### src/rtl/alu_sequencer.sv
// Multi-cycle MUL/DIVU/REMU sequencer driving a shared external ALU.
// Define ALU_SEQ_DIV_EN to build the restoring divider (DIVU/REMU); otherwise those ops finish at once with result 0.
module alu_sequencer (
   input  logic        clk,
   input  logic        rst_n,
   input  logic        start,
   input  logic [1:0]  op,
   input  logic [31:0] opa,
   input  logic [31:0] opb,
   input  logic        flush,
   output logic        busy,
   output logic        done,
   output logic [31:0] result,
   output logic [31:0] alu_a,
   output logic [31:0] alu_b,
   output logic [2:0]  alu_sel,
   input  logic [31:0] alu_result
);

   localparam logic [2:0] SEL_ADD  = 3'b000;
   localparam logic [2:0] SEL_SUB  = 3'b001;
   localparam logic [2:0] SEL_SLTU = 3'b101;

   typedef enum logic [2:0] {
      S_IDLE,
      S_MUL,
`ifdef ALU_SEQ_DIV_EN
      S_DCMP,
      S_DSUB,
`endif
      S_DONE
   } state_t;

   state_t      state_q;
   logic        busy_q;
   logic        done_q;
   logic [31:0] result_q;
   logic [31:0] acc_q;
   logic [31:0] mcand_q;
   logic [31:0] mplier_q;
   logic [4:0]  cnt_q;
   logic [31:0] acc_d;

   assign acc_d = mplier_q[0] ? alu_result : acc_q;

`ifdef ALU_SEQ_DIV_EN
   logic [31:0] dividend_q;
   logic [31:0] divisor_q;
   logic [31:0] rem_q;
   logic [31:0] quot_q;
   logic        qbit_q;
   logic        rem_sel_q;
   logic [31:0] rem_shift;
   logic [31:0] rem_d;
   logic [31:0] quot_d;

   // rem_q[31] acts as the hidden 33rd bit: when set, the shifted remainder always exceeds the divisor.
   assign rem_shift = {rem_q[30:0], dividend_q[31]};
   assign rem_d     = qbit_q ? alu_result : rem_shift;
   assign quot_d    = {quot_q[30:0], qbit_q};
`else
   logic op_unused;
   assign op_unused = op[0];
`endif

   assign busy   = busy_q;
   assign done   = done_q;
   assign result = result_q;

   always_comb begin
      alu_a   = '0;
      alu_b   = '0;
      alu_sel = SEL_ADD;
      case (state_q)
         S_MUL: begin
            alu_a = acc_q;
            alu_b = mcand_q;
         end
`ifdef ALU_SEQ_DIV_EN
         S_DCMP: begin
            alu_a   = rem_shift;
            alu_b   = divisor_q;
            alu_sel = SEL_SLTU;
         end
         S_DSUB: begin
            alu_a   = rem_shift;
            alu_b   = divisor_q;
            alu_sel = SEL_SUB;
         end
`endif
         default: ;
      endcase
   end

   always_ff @(posedge clk or negedge rst_n) begin
      if (!rst_n) begin
         state_q    <= S_IDLE;
         busy_q     <= 1'b0;
         done_q     <= 1'b0;
         result_q   <= '0;
         acc_q      <= '0;
         mcand_q    <= '0;
         mplier_q   <= '0;
         cnt_q      <= '0;
`ifdef ALU_SEQ_DIV_EN
         dividend_q <= '0;
         divisor_q  <= '0;
         rem_q      <= '0;
         quot_q     <= '0;
         qbit_q     <= 1'b0;
         rem_sel_q  <= 1'b0;
`endif
      end else if (flush) begin
         state_q <= S_IDLE;
         busy_q  <= 1'b0;
         done_q  <= 1'b0;
      end else begin
         case (state_q)
            S_IDLE, S_DONE: begin
               done_q  <= 1'b0;
               state_q <= S_IDLE;
               if (start) begin
                  acc_q    <= '0;
                  mcand_q  <= opa;
                  mplier_q <= opb;
                  cnt_q    <= '0;
                  busy_q   <= 1'b1;
                  state_q  <= S_MUL;
`ifdef ALU_SEQ_DIV_EN
                  dividend_q <= opa;
                  divisor_q  <= opb;
                  rem_q      <= '0;
                  quot_q     <= '0;
                  rem_sel_q  <= op[0];
                  if (op[1]) state_q <= S_DCMP;
`else
                  if (op[1]) begin
                     busy_q   <= 1'b0;
                     done_q   <= 1'b1;
                     result_q <= '0;
                     state_q  <= S_DONE;
                  end
`endif
               end
            end
            S_MUL: begin
               acc_q    <= acc_d;
               mcand_q  <= mcand_q << 1;
               mplier_q <= mplier_q >> 1;
               cnt_q    <= cnt_q + 5'd1;
               if (cnt_q == 5'd31) begin
                  busy_q   <= 1'b0;
                  done_q   <= 1'b1;
                  result_q <= acc_d;
                  state_q  <= S_DONE;
               end
            end
`ifdef ALU_SEQ_DIV_EN
            S_DCMP: begin
               qbit_q  <= rem_q[31] | ~alu_result[0];
               state_q <= S_DSUB;
            end
            S_DSUB: begin
               rem_q      <= rem_d;
               quot_q     <= quot_d;
               dividend_q <= dividend_q << 1;
               cnt_q      <= cnt_q + 5'd1;
               state_q    <= S_DCMP;
               if (cnt_q == 5'd31) begin
                  busy_q   <= 1'b0;
                  done_q   <= 1'b1;
                  result_q <= rem_sel_q ? rem_d : quot_d;
                  state_q  <= S_DONE;
               end
            end
`endif
            default: begin
               busy_q  <= 1'b0;
               state_q <= S_IDLE;
            end
         endcase
      end
   end

endmodule

### config.mk
export PLATFORM = sky130hd
export DESIGN_NAME = alu_sequencer
export DESIGN_NICKNAME = d
export VERILOG_FILES = /design/src/rtl/alu_sequencer.sv
export SDC_FILE = /design/constraint.sdc
export NUM_CORES = 1
export LEC_CHECK = 0
export CELL_PAD_IN_SITES_DETAIL_PLACEMENT = 2
export CELL_PAD_IN_SITES_GLOBAL_PLACEMENT = 2
export CORE_MARGIN = 1
export CORE_UTILIZATION = 30
export DETAILED_ROUTE_END_ITERATION = 6
export GPL_ROUTABILITY_DRIVEN = 0
export PLACE_DENSITY = 0.78
export SYNTH_ARGS = -nofsm -noshare
export SYNTH_HDL_FRONTEND = slang
export SYNTH_SLANG_ARGS = --single-unit
### constraint.sdc
create_clock -name clk -period 2.15 [get_ports clk]
set_input_delay 0.3225 -clock clk [delete_from_list [all_inputs] [get_ports clk]]
set_output_delay 0.3225 -clock clk [all_outputs]
set_load 0.01 [all_outputs]
# Word level (Yosys, flattened, before mapping)
# Index checks and enable logic that the tools add are counted.
[totals]
register_bits = 138
in_bits = 102
out_inout_bits = 101
elab_cells = 56
[classes]
addsub = 1
n_eq_ne = 8
mux = 30
bitwise = 1
n_reduce_logical = 8
[op_table]
columns = ["op", "n"]
rows = [
  ["$mux 32", 9],
  ["$pmux 32 s2", 4],
  ["$pmux 5 s2", 1],
  ["$mux 1", 8],
  ["$mux 3", 2],
  ["$ne 2x2->1 const B", 3],
  ["$ne 3x3->1 const B", 2],
  ["$pmux 3 s2", 1],
  ["$add 5x1->5 const B", 1],
  ["$eq 5x5->1 const B", 1],
  ["$mux 5", 1],
  ["$reduce_and 5->1", 1],
  ["$mux 2", 2],
  ["$pmux 1 s2", 2],
  ["$reduce_and 2->1", 2],
  ["$eq 3x1->1 const B", 1],
  ["$eq 3x2->1 const B", 1],
  ["$logic_not 3->1", 1],
  ["$reduce_and 3->1", 1],
  ["$reduce_bool 3->1", 1],
  ["$reduce_bool 2->1", 1],
  ["$reduce_or 2->1", 1],
  ["$not 1->1", 1],
]

# Longest topological paths before layout
# Gate-level depths: netlist of the first run.
[depth]
word_depth = 4
ltp_mapped = 7
mapped_depth_nobuf = 6

# Worst setup path before layout of the first run
# OpenSTA, ideal clock, no wires.
[synth_path]
path_kind = "flip-flop to flip-flop"
from = "register cnt_q[0]"
to = "register result_q[0], in the netlist result[0]"
setup_time_ns = 0.125
arrival_ns = 1.650
required_ns = 2.025
path_slack_ns = 0.375
path_stages_with_launch = 8
synth_period_minus_slack_ns = 1.775
cell_sequence = "dfrtp_1 ha_1 and3_1 ha_1 nand3b_1 a21oi_4 buf_4 mux2_2"
[synth_via]
elab_chain_len = 3
[synth_rtl]
columns = ["element", "line_no", "rtl"]
rows = [
  ["start: declaration", "41", "logic [4:0] cnt_q;"],
  ["start signal: assignment", "150", "cnt_q <= cnt_q + 5'd1;"],
  ["$eq 5x5->1", "151", "if (cnt_q == 5'd31) begin"],
  ["$ne 2x2->1 (no source line)", "n/a", ""],
  ["$reduce_and 5->1 (no source line)", "n/a", ""],
  ["end signal: assignment", "100", "result_q <= '0;"],
  ["end signal: assignment", "140", "result_q <= '0;"],
  ["end signal: assignment", "154", "result_q <= acc_d;"],
  ["end: declaration", "37", "logic [31:0] result_q;"],
]
# Every way passes these cells.
# A chain may end at the register's enable or synchronous reset.

# Final worst setup path of the first run
[layout_path]
from = "register state_q[1]"
to = "output port alu_a[20]"
[layout_via]
elab_chain_len = 2
[layout_rtl]
columns = ["element", "line_no", "rtl"]
rows = [
  ["start: declaration", "34", "state_t state_q;"],
  ["start signal: assignment", "97", "state_q <= S_IDLE;"],
  ["start signal: assignment", "114", "state_q <= S_IDLE;"],
  ["start signal: assignment", "121", "state_q <= S_IDLE;"],
  ["$eq 3x1->1", "74", "case (state_q)"],
  ["$mux 32", "74", ""],
  ["end: declaration", "14", "output logic [31:0] alu_a,"],
]
# Every way passes these cells.

==> results of run 1 <==
-- where the power goes --
group / switching (uW) / internal [uW]
logic: 679 / 784
clock network: 1170 / 1870
registers: 239 / 2910
total: 2090 / 5560
-- worst max-delay path: stages, from the launching register on --
cell	delay, ns
dfrtp_1	0.41
nor2b_4	0.16
buf_4	0.13
buf_4	0.11
buf_12	0.14
and2_1	0.15
clkdlybuf4s15_1	0.24
-- layer usage --
layer	track usage (%)	share of wire [%]
met2	35.05	50
met5	0	0
met1	24.10	42
met3	5.180	6.1
met4	5.099	1.3
-- worst max-delay path by stage --
stage / to / slack, ns / depth (start not counted)
final: alu_a[20] / 0.08 / 6
after global routing: alu_b[10] / 0.004 / 6
after CTS: alu_b[7] / 0.0004 / 6
after detailed placement: result[1] / 0.17 / 7
after global placement: cnt_q[2] / 0.23 / 6
after floorplan: result[0] / 0.38 / 7
-- state kept, by name, summed over array words and instances, names as in the netlist --
name,flops
cnt_q,5
result,32
mcand_q,32
state_q,2
busy,1
mplier_q,32
acc_q,32
done,1
-- stage by stage --
| step | hold slack, ns | worst slack [ns] | area [um2] |
|---|---|---|---|
| floorplan | 0.02691 | 0.3751 | 6715 |
| global placement | 0.3130 | 0.2270 | 9084 |
| detailed placement | 0.3294 | 0.1701 | 9084 |
| CTS | 0.4551 | 0.0003592 | 9784 |
| global route | 0.4888 | 0.004389 | 9658 |
| finish | 0.4394 | 0.07641 | 9658 |
-- cells by family (layout without fill, tap and decap cells) --
group                    count (synthesis)  in the layout  synth area share (%)
AO/OA/AOI/OAI                          168            168                 18.56
flip-flops                             137            137                 51.11
AND/OR/NAND/NOR                        116            116                 9.998
multiplexers                            98             98                 15.28
buffers and inverters                   57            262                 4.626
adder cells (fa/ha/maj)                  2              2                0.3730
other                                    1              3               0.05591
-- layout make-up --
class                           count  area (um2)  area share (%)
Clock buffer                       19       442.9           4.586
Clock inverter                     13       166.4           1.723
Multi-Input combinational cell    387        3005           31.12
Sequential cell                   137        3430           35.51
Tap cell                          280       350.3           3.627
Timing Repair Buffer              230        2263           23.44
-- what timing repair did --
action                                  CTS  global route
buffers inserted                          5             1
endpoints found under the hold margin    50             0
gates cloned                              3             0
gates resized for setup                  88            43
endpoints found under the setup margin   64            33
hold buffers                              1             0
-- Yosys cell counts (2+ instances only) --
master / n / area [um2]
nor2_1: 35 / 131.4
dfrtp_1: 137 / 3428
clkbuf_1: 15 / 56.30
a211oi_1: 2 / 15.01
nor2b_1: 4 / 25.02
mux2_2: 34 / 382.9
nand3_1: 2 / 10.01
buf_4: 15 / 112.6
buf_2: 26 / 130.1
a31oi_1: 31 / 193.9
and2_1: 64 / 400.4
nand2b_1: 2 / 12.51
ha_1: 2 / 25.02
a21o_1: 31 / 232.7
a21oi_1: 32 / 160.2
mux2i_1: 63 / 630.6
a22o_1: 67 / 586.8
a21oi_4: 2 / 32.53
==> results.cfg, run 1 <==
[timing]
relSlewSlack_pct = 63.19
finClkSkew_ns = 0.01101
worstMarginPinSlew_ns = 0.5521
maxSlewViolCount = 0
rsz0062_at_grt = no
max_freq_mhz = 482.3
final-hold-violation-count = 0
finalCritPeriodShare_pct = 96.45
finalSetupTns_ns = 0
setup_viol = 0
min_period_ns = 2.074

[clocking]
clkSinkCount = 137
cts-htree-levels = 4
clock_latency_ns = 0.41
cts_tree = built
cts_buffers = 17
cts_root_buf = clkbuf_16
clkSlewWorstSetupHoldPaths_ns = 0.06
clock_path_buffers = 2

[routing]
firstDrtPassIters = 4
num_vias = 5470
drc = 0
routed_wl_mm = 22.23
post_drt_via_cell_ratio = 5.131
routedWlPerCell_um = 20.85
drt_iter0_markers = 180
ant_nets = 0

[final_layout]
n_antenna_cell = 0
layout_common_cells = dfrtp_1, clkdlybuf4s50_1, a22o_1, and2_1, mux2i_1
drive_gt1_share_pct = 17.56
fill_cells = 2252
fin_util_pct = 44.12
syn2layout_area_growth_pct = 43.98
nNetsFinal = 877
final_cells = 1066
mostFrequentLayoutCell = dfrtp_1

[placed_design]
port_buffers = 198
hpwl_mm = 14.47
place_inst = 1024

[floorplanning]
die_width_um = 151.5
ios = 203
fp.dieArea_mm2 = 0.02296
fp-row-count = 54
die_h_um = 151.5
initial_core_util_pct = 30.64
core_mm2 = 0.02189

[critical_path]
worst_r2r_path_depth = 7
critPathKind = reg -> out
rrSetupSlack_ns = 0.17
critPathLaunch = state_q[1]
arrival_ns = 1.75
critPathLaunchType = flip-flop
path_max_fanout = 17
r2r_start = cnt_q[0]
end_kind = output port
timing.rr.end = result[24]
required_ns = 1.83

[yosys]
syn_avg_cell_area_um2 = 11.58
netlist_area_mm2 = 0.006708
synth_cells = 579
synth_ff_type = dfrtp_1
synth-edff-count = 0
yosysWarnings = 0
async_flop_share_pct = 100.0
synth_seq_cells = 137
synth_cell_type_count = 33
synth-seq-area-share_pct = 51.11

[pwr]
p_leak_uw = 0.004611
total_power_uw = 7650
peakVddDrop_v = 0.0005465
pwr_density_cell_mw_per_mm2 = 792.1

[global_route]
first_global_vias = 6150
grt_util_all_layers_pct = 19.94
grt_overflow = 0
antenna_found_initial = 0
grt_max_degree = 64
grt_pass1_wl_mm = 34.75

[worst_hold_path]
hold_class = in -> async

[flow_run]
cap_violations = 0

[status]
outcome = finished, final reports clean
No activity file was read; power rests on OpenSTA's default activity.
==> run 2: changes to the inputs <==
- RECOVER_POWER: unset -> 50
==> run 2 against run 1 <==
Effect of this change: combinational power about the same; largest power group unchanged; clock power about the same; total power decreased by 0.41%.
==> results.cfg, run 2 (same netlist as run 1, synthesis figures left out) <==
[routing]
ant_nets = 0
firstDrtPassIters = 4
routedWlPerCell_um = 20.88
num_vias = 5488
drc = 0
drt_iter0_markers = 190
routed_wl_mm = 22.26
post_drt_via_cell_ratio = 5.148

[clocking]
cts-htree-levels = 4
clock_latency_ns = 0.42
cts_tree = built
cts_buffers = 17
clkSlewWorstSetupHoldPaths_ns = 0.06
clock_path_buffers = 2
cts_root_buf = clkbuf_16
clkSinkCount = 137

[pwr]
peakVddDrop_v = 0.0005471
pwr_density_cell_mw_per_mm2 = 794.0
total_power_uw = 7619
p_clk_share_pct = 39.8
p_sw_uw = 2081
power.internal_uw = 5537
comb_power_share_pct = 18.9
p_seq_share_pct = 41.3
p_leak_uw = 0.004622
p_sw_share_pct = 27.32

[timing]
min_period_ns = 2.076
final-hold-violation-count = 0
finalSetupTns_ns = 0
setup_viol = 0
rsz0062_at_grt = no
maxSlewViolCount = 0
worstMarginPinSlew_ns = 1.025
relSlewSlack_pct = 31.64
finClkSkew_ns = 0.01185
max_freq_mhz = 481.7
finalCritPeriodShare_pct = 96.56

[final_layout]
mostFrequentLayoutCell = dfrtp_1
drive_gt1_share_pct = 17.30
n_antenna_cell = 0
nNetsFinal = 877
syn2layout_area_growth_pct = 43.05
layout_common_cells = dfrtp_1, clkdlybuf4s50_1, a22o_1, and2_1, mux2i_1

[floorplanning]
fp-row-count = 54
initial_core_util_pct = 30.64
ios = 203
die_h_um = 151.5
fp.dieArea_mm2 = 0.02296
core_mm2 = 0.02189
die_width_um = 151.5

[global_route]
grt_util_all_layers_pct = 19.94
grt_max_degree = 64
grt_overflow = 0
antenna_found_initial = 0
first_global_vias = 6150
grt_pass1_wl_mm = 34.75

[flow_run]
cap_violations = 0

[worst_hold_path]
hold_class = in -> async

[critical_path]
path_max_fanout = 17
required_ns = 1.83
arrival_ns = 1.75
end_kind = output port
critPathLaunchType = flip-flop
critPathKind = reg -> out

[status]
outcome = finished, final reports clean

[placed_design]
port_buffers = 198
hpwl_mm = 14.47
## run 2: final timing paths
check	startpoint	to	slack, ns	cells past startpoint
hold / removal	rst_n	acc_q[0]	0.43	2
setup reg to reg	cnt_q[0]	result[24]	0.17	7
setup / recovery	state_q[0]	alu_b[8]	0.07	6
min in group clk	mcand_q[31]	mcand_q[31]	0.48	1
hold reg to reg	mcand_q[31]	mcand_q[31]	0.48	1
max in group asynchronous	rst_n	mcand_q[9]	0.35	3
## run 2: critical path, stage by stage, from the launching register on
cell and delay (ns):
dfrtp_1 0.39, nor2b_4 0.14, buf_4 0.13, buf_4 0.13
buf_12 0.15, and2_1 0.15, clkdlybuf4s15_1 0.24
## run 2: power by group through the flow
stage / Clock [uW] / Combinational [uW] / Sequential (uW)
6_report: 3030 / 1440 / 3150
5_1_grt: 3220 / 1560 / 3190
4_1_cts: 3130 / 1490 / 3150
3_5_place_dp: 0 / 1460 / 3190
3_3_place_gp: 0 / 1390 / 3150
2_1_floorplan: 0 / 771 / 3130
## run 2: routing by layer
| layer | global-route usage (%) | vias to the layer above | routed length (um) |
|---|---|---|---|
| li1 | - | 2479 | - |
| met1 | 24.10 | 2813 | 9377 |
| met2 | 35.05 | 173 | 11150 |
| met3 | 5.180 | 23 | 1427 |
| met4 | 5.099 | 0 | 306 |
| met5 | 0 | - | 0 |
## run 2: layout make-up
class	instances	area [um2]
clock buffer	19	442.9
clock inverter	13	166.4
fill	2263	12300
multi-input combinational	387	3005
sequential	137	3430
tap	280	350.3
timing repair buffer	230	2201
## run 2: what timing repair did
| item | 4_1_cts | 5_1_grt |
|---|---|---|
| buffers inserted | 5 | 1 |
| endpoints found under the hold margin | 50 | 0 |
| cloned | 3 | 0 |
| hold buffers | 1 | 0 |
| resized for setup | 88 | 43 |
| setup endpoints to repair | 64 | 33 |
## run 2: metrics by stage
step | area, um2 | worst slack, ns | util (%) | cells | hold WS, ns
after floorplan | 6715 | 0.3751 | - | 581 | 0.02691
after global placement | 9084 | 0.2270 | 41.50 | 1024 | 0.3130
after detailed placement | 9084 | 0.1701 | 41.50 | 1024 | 0.3294
after CTS | 9784 | 0.0003592 | 44.70 | 1065 | 0.4551
after global routing | 9595 | 0.004389 | 43.83 | 1066 | 0.4826
final | 9595 | 0.07402 | 43.83 | 1066 | 0.4341
==> variant: new RTL, config.mk and constraints of run 1 <==
Encoding of `state_t`: now one-hot (3 bits for 3 states).
--- a/src/rtl/alu_sequencer.sv
+++ b/src/rtl/alu_sequencer.sv
@@ -23,11 +23,11 @@
 
    typedef enum logic [2:0] {
-      S_IDLE,
-      S_MUL,
+      S_IDLE = 3'b001,
+      S_MUL  = 3'b010,
 `ifdef ALU_SEQ_DIV_EN
       S_DCMP,
       S_DSUB,
 `endif
-      S_DONE
+      S_DONE = 3'b100
    } state_t;
 
Formal check against the unedited RTL: same outputs for any inputs over 4 cycles, from zero or initial values and one cycle with rst_n low; so few cycles prove little.
==> variant against run 1 <==
The flow now finishes with violations (setup timing). Routed wire length is 7.0% higher. First-iteration DRC count is 18% lower. Final area increased by 1.1%. Sequential cell count up 1. Area after synthesis fell by 5.3%. Synthesized cell count rose by 7.3%. Worst setup slack worse by 110 ps. Total power is 5.6% lower. Critical path type unchanged. Largest cell class unchanged.
==> variant: results (changes against run 1) <==
| Metric | Value |
|---|---|
| Final setup viols | 15 (+15) |
| First-pass GRT wire length | 36400 µm (+4.6%) |
| Worst r2r path cells | 9 (+2) |
| Met2 wire len | 12400 µm (+11%) |
| Static Leak | 0.00458 µW (-0.65%) |
| Register area share after synthesis | 54.4% (+3.3 points) |
| Clk_skew | 7.16 ps (-3.85 ps) |
| Met2 Track Usage GR | 37.9% (+2.9 points) |
| Critical-path maximum fanout | 8 (-9) |
| Worst setup path endpoint | alu_a[21] |
| Reg2reg setup slack | 10 ps (-160 ps) |
| Synth area leaders | dfrtp_1 54%, mux2i_1 10%, and2_1 6.3% |
| Comb. pwr | 1030 µW (-29%) |
| Largest net degree at the start of global routing | 72 (+13%) |
| Total power | 7220 µW (-5.6%) |
| Failing checks | setup timing |
| Final wirelength | 23800 µm (+7.0%) |
| Drt initial violations | 147 (-18%) |
| Met3 routed WL | 772 µm (-43%) |
| Clk pwr | 3140 µW (+3%) |
| Status | finished, violations left |
| DRT met1 WL | 9780 µm (+3.9%) |
| Setup WS post-layout | -37.6 ps (-114 ps) |
| Worst Setup SP | state_q[0] |
| VDD IR max | 469 µV (-14%) |
==> variant: changes by cell type in the layout (fill, tap and decap cells not counted), sizes merged, moves of 35 or more <==
cell	before	now
o21ai	1	100
a22o	67	3
mux2	35	0
buf	32	92
nand2	1	106
==> variant: worst min-delay path by stage <==
stage / startpoint / end / slack [ps] / cells past startpoint
floorplan: rst_n / acc_q[0] / 30 / 0
global placement: rst_n / result[3] / 250 / 1
detailed placement: rst_n / result[3] / 260 / 1
CTS: rst_n / result[3] / 400 / 2
global route: rst_n / result[2] / 400 / 2
finish: rst_n / result[2] / 390 / 2
==> variant: area by class of cell <==
class,count,area [µm²],share of cell area (%)
Sequential cell,138,3460,35.4
Multi-Input combinational cell,432,2800,28.7
Timing Repair Buffer,246,2530,25.9
Clock buffer,20,457,4.68
Tap cell,270,338,3.46
Clock inverter,12,171,1.75
Inverter,3,11.3,0.115
